==> config.mk <==
export PLATFORM = sky130hd
export DESIGN_NAME = adder_csel_pipe
export DESIGN_NICKNAME = d
export VERILOG_FILES = /design/src/rtl/adder_csel_pipe.sv
export SDC_FILE = /design/constraint.sdc
export NUM_CORES = 1
export LEC_CHECK = 0
export ABC_AREA = 1
export ABC_CLOCK_PERIOD_IN_PS = 3490
export CAP_MARGIN = 25
export CORE_ASPECT_RATIO = 0.7
export CORE_MARGIN = 5
export CORE_UTILIZATION = 54
export CTS_BUF_LIST = sky130_fd_sc_hd__clkbuf_8
export CTS_CLUSTER_DIAMETER = 60
export DETAILED_ROUTE_END_ITERATION = 7
export PLACE_DENSITY = 0.81
export REMOVE_ABC_BUFFERS = 1
export SYNTH_ARGS = -nofsm -noshare
export SYNTH_HDL_FRONTEND = slang
export SYNTH_SLANG_ARGS = --single-unit
==> constraint.sdc <==
create_clock -name clk -period 3.49 [get_ports clk]
set_input_delay 0.5235 -clock clk [delete_from_list [all_inputs] [get_ports clk]]
set_output_delay 0.5235 -clock clk [all_outputs]
set_load 0.005 [all_outputs]
==> src/rtl/adder_csel_pipe.sv <==
// rtl/adder_csel_pipe.sv - two-stage pipelined carry-select adder/subtractor
// Stage 1 forms per-block candidate sums; stage 2 resolves the block carry chain.
module adder_csel_pipe #(
  parameter int WIDTH = 32,
  parameter int BLOCK = 8
) (
  input  logic             clk,
  input  logic             rst,
  input  logic             in_valid,
  output logic             in_ready,
  input  logic [WIDTH-1:0] a,
  input  logic [WIDTH-1:0] b,
  input  logic             cin,
  input  logic             sub,
  output logic             out_valid,
  input  logic             out_ready,
  output logic [WIDTH-1:0] sum,
  output logic             cout,
  output logic             ovf
);
  localparam int NBLK = WIDTH / BLOCK;

  if (WIDTH < 2 || BLOCK < 1 || (WIDTH % BLOCK) != 0) begin : g_bad_params
    $error("adder_csel_pipe: WIDTH must be >= 2 and a multiple of BLOCK");
  end

  logic             en;
  logic [WIDTH-1:0] bx;
  logic             c0;
  logic [BLOCK:0]   t0;
  logic [BLOCK:0]   t1;
  logic [BLOCK-1:0] sum0_d [NBLK];
  logic [BLOCK-1:0] sum1_d [NBLK];
  logic             car0_d [NBLK];
  logic             car1_d [NBLK];

  logic             s1_valid;
  logic [BLOCK-1:0] s1_sum0 [NBLK];
  logic [BLOCK-1:0] s1_sum1 [NBLK];
  logic             s1_car0 [NBLK];
  logic             s1_car1 [NBLK];
  logic             s1_amsb;
  logic             s1_bmsb;

  logic [NBLK:0]    c;
  logic [WIDTH-1:0] sum_d;
  logic             ovf_d;

  assign en       = !out_valid || out_ready;
  assign in_ready = en;

  // Block 0 already knows its real carry-in, so both of its candidates carry
  // the ripple result; stage 2 can then treat every block uniformly.
  always_comb begin
    bx = sub ? ~b : b;
    c0 = sub | cin;
    t0 = '0;
    t1 = '0;
    for (int k = 0; k < NBLK; k++) begin
      t0 = {1'b0, a[k*BLOCK +: BLOCK]} + {1'b0, bx[k*BLOCK +: BLOCK]}
           + {{BLOCK{1'b0}}, (k == 0) ? c0 : 1'b0};
      t1 = {1'b0, a[k*BLOCK +: BLOCK]} + {1'b0, bx[k*BLOCK +: BLOCK]}
           + {{BLOCK{1'b0}}, (k == 0) ? c0 : 1'b1};
      sum0_d[k] = t0[BLOCK-1:0];
      car0_d[k] = t0[BLOCK];
      sum1_d[k] = t1[BLOCK-1:0];
      car1_d[k] = t1[BLOCK];
    end
  end

  always_comb begin
    c     = '0;
    sum_d = '0;
    for (int k = 0; k < NBLK; k++) begin
      sum_d[k*BLOCK +: BLOCK] = c[k] ? s1_sum1[k] : s1_sum0[k];
      c[k+1]                  = c[k] ? s1_car1[k] : s1_car0[k];
    end
    ovf_d = (s1_amsb == s1_bmsb) && (sum_d[WIDTH-1] != s1_amsb);
  end

  always_ff @(posedge clk) begin
    if (rst) begin
      s1_valid  <= 1'b0;
      out_valid <= 1'b0;
      sum       <= '0;
      cout      <= 1'b0;
      ovf       <= 1'b0;
    end else if (en) begin
      s1_valid  <= in_valid;
      s1_sum0   <= sum0_d;
      s1_sum1   <= sum1_d;
      s1_car0   <= car0_d;
      s1_car1   <= car1_d;
      s1_amsb   <= a[WIDTH-1];
      s1_bmsb   <= bx[WIDTH-1];
      out_valid <= s1_valid;
      sum       <= sum_d;
      cout      <= c[NBLK];
      ovf       <= ovf_d;
    end
  end

endmodule
==> results.yml <==
logic_synthesis:
  synth.mux.area_fraction_pct: 1.42
  synth_simple_gate_area_share_pct: 18.2
  postSynth.topFlopCell: "sky130_fd_sc_hd__edfxtp_1"
  synthCells: 617
  yosys.area_share.adder_pct: 9.98
  yosys_warnings: 0
  synth_compound_area_share_pct: 8.54
  synth_sequential_area_ratio_pct: 47.4
  ys_seq_elements: 101
  synthXorXnorAreaFrac_pct: 8.23
  async_flop_share_pct: 0
  postSynthAreaPerCell_um2: 9.14
  yosys.area.top_type_share_pct: 34.6
  synth-edff-count: 65
  synth.area.top_cells: "sky130_fd_sc_hd__edfxtp_1, sky130_fd_sc_hd__dfxtp_1, sky130_fd_sc_hd__nand2_1"
  synth_top_family_by_area: "simple AND/OR/NAND/NOR gates"
  post_synth_num_cell_types: 35
  post_synth_instance_area_um2: 5640
  yosys.area.top_type: "sky130_fd_sc_hd__edfxtp_1"
clocking:
  clk_root_buffer_cell: "sky130_fd_sc_hd__clkbuf_8"
  cts.htree.levels: 3
  clk_sinks: 101
  worstSkewPairLatency_ps: 360
  clock_tree_from_tritoncts: "done"
  cts.path.max_buffers: 2
  post_cts_buffers: 0
  cts.reportedPaths.clkPinSlew_ps: 100
  cts.hold.buffers_added: 0
  cts_inserted_buffers: 9
  post_cts_resize_count: 0
timing:
  period_needed_ps: 2740
  finalSetupViolCount: 0
  slew_headroom_pct: 57.1
  drv_slew: 0
  final.period_utilization_pct: 78.6
  final_hold_viol_count: 0
  fmaxAchievable_ghz: 0.364
  worst_clock_skew_ps: 8.43
  worst-slew-pin-transition_ps: 643
  grt_setup_unrepaired: "false"
critical_path:
  critPathCaptureType: "flop"
  rr_startpoint: "c[1]$_DFFE_PP_"
  reg2reg_to: "ovf$_SDFFE_PP0N_"
  cp_cell_sequence: "buf_2 -> buf_4 -> xnor2_1 -> fa_1 -> inv_1 -> ha_1 -> inv_1 -> nor2_1 -> nand3_1 -> nor2_1 -> nand3_1 -> nand2_1 -> nand2_1"
  cp_startpoint: "sub"
  timing.reg2reg.setup_slack_ps: 1470
  slowest_stage: "sky130_fd_sc_hd__fa_1"
  worstSetupPathType: "primary input to flop"
  crit_path_max_fanout: 15
  crit_path_required_time_ps: 3620
  worst_r2r_path_depth: 10
  critPathMaxStageDelay_ps: 490
  worstSetupStartpointType: "primary input"
  arrival_worst_endpoint_ps: 2880
die:
  ioPinCount: 106
  fp.dieH_um: 95.5
  floorplan.core_area_um2: 10300
  die_x_um: 132
  initial_utilization_pct: 54.9
  rows: 31
  fp.dieArea_um2: 12600
grt:
  antenna_found_initial: 0
  number_of_global_route_vias_before_repair: 4344
  global_route.usage.total_pct: 18.2
  global_route_wire_length_before_repair_um: 19100
  grt.overflow.total: 0
  grt_start_max_net_pins: 39
pwr:
  final_power_mw: 3.49
  power_per_standard_cell_area_nw_per_um2: 491
  cellLeakagePower_nw: 3.15
  vdd.ir_drop.worst_v: 0.000196
layout:
  sequential_cell_area_um2: 2670
  finish.utilization_pct: 69.2
  num_antenna_cells: 0
  multi_input_area_um2: 2620
  postLayoutCellArea_um2: 7110
  area_growth_pct: 26.1
  layout.nets: 840
  drive_above_1_share_pct: 5.87
  fillCellCount: 790
  final-instance-count-excl-fill: 865
run:
  timing.max_cap.violations: 0
placed_design:
  place.detailed.instances: 849
  gpl.final_weighted_congestion: 0.844
  postPlaceCellArea_um2: 6860
  dp_hpwl_um: 8780
  buffer_ports.inserted: 105
hold_path:
  worstHoldPathCells: 2
  holdPathEnd: "sum[28]$_SDFFE_PP0N_"
  hold_start: "sum[28]$_SDFFE_PP0N_"
  hp-class: "flop to flop"
run_status:
  run_status: "complete, no violations"
routing:
  avgViaCountPerCell: 5.08
  vias: 4394
  wl_um: 11300
  drt_iter0_drc: 232
  drc_errors: 0
  drt_pass1_iterations: 6
  drt.antenna.violating_nets: 0
  route.detailed.wl_per_inst_um: 13.1
-- cell type report --
class	count	area share, %
Clock buffer	9	1.74
Tap cell	132	2.32
Timing Repair Buffer	111	15.5
Multi-Input combinational cell	426	36.9
Sequential cell	101	37.6
Inverter	79	4.20
Clock inverter	7	1.76
-- synthesized netlist by cell type, drive strengths merged (5+ instances only) --
cell	n
buf	6
nand4	9
nand3	29
clkbuf	5
xnor2	7
a21oi	18
edfxtp	65
mux2i	8
o21ai	46
nor2	45
a22o	10
xor2	46
nand3b	6
inv	78
nand2	146
ha	37
dfxtp	36
fa	5
-- worst max-delay path by stage --
| stage | to | slack (ps) | cells after the start |
|---|---|---|---|
| floorplan | sum[10]$_SDFFE_PP0N_ | -1580 | 4 |
| global placement | s1_car1[1]$_DFFE_PP_ | 450 | 14 |
| detailed placement | s1_car1[1]$_DFFE_PP_ | 360 | 13 |
| CTS | s1_car1[1]$_DFFE_PP_ | 760 | 13 |
| global route | s1_car1[1]$_DFFE_PP_ | 550 | 14 |
| finish | s1_car1[1]$_DFFE_PP_ | 750 | 13 |
-- sequential cells by signal, indices dropped and copies added, names as in the netlist --
name,flops
c,1
cout,1
out_valid,1
ovf,1
s1_amsb,1
s1_bmsb,1
s1_car0,3
s1_car1,3
s1_sum0,32
s1_sum1,24
s1_valid,1
sum,32
-- worst max-delay path: cells and delay by family --
family / cells / cell delay [ps]
buffers and inverters: 4 / 790
AND/OR/NAND/NOR: 6 / 680
adder cells (fa/ha/maj): 2 / 660
XOR/XNOR: 1 / 220
-- cell usage in the layout (no fill, tap or decap), drive strengths merged --
master         netlist  routed
a21oi               18      18
a21o                 3       3
xor2                46      46
dfxtp               36      36
fa                   5       5
a22o                10      10
mux2i                8       8
nand2              146     146
bufinv               0       3
or2                  2       2
nor2                45      45
a31oi                4       4
clkinv               1       1
clkbuf               5       9
nand4                9       9
edfxtp              65      65
inv                 78      82
xnor2                7       7
o21ai               46      46
nor3                 4       4
nand3b               6       6
o211ai               1       1
nand3               29      29
clkdlybuf4s50        0     104
ha                  37      37
buf                  6       7
-- per-layer routing --
metal / global-route usage [%] / vias up / part of all wire (%)
met5: 0 / - / 0
met4: 4.49 / 0 / 0.87
met3: 4.11 / 11 / 5.0
met2: 33.7 / 102 / 49
met1: 21.8 / 2015 / 45
li1: - / 2266 / -
-- where the power goes --
group	leakage (nW)	total, mW	internal (mW)	switching, mW
logic	2.09	0.998	0.456	0.542
registers	0.932	1.59	1.52	0.0758
clock network	0.125	0.903	0.487	0.416
total	3.15	3.49	2.46	1.03
-- per-stage QoR --
step	worst slack [ps]	hold WS [ps]	TNS [ps]
2_1_floorplan	-1580	441	-111740
3_3_place_gp	453	440	0
3_5_place_dp	364	448	0
4_1_cts	764	463	0
5_1_grt	551	478	0
6_report	746	459	0
-- kinds of logic after synthesis --
group                      Yosys count
and+or+nand+nor                    241
AOI/OAI and AO/OA                   82
DFF                                101
muxes                                8
buffers and inverters               90
adders and majority gates           42
xor gates and xnor gates            53
Note: power is estimated with default switching activity, not from simulation.
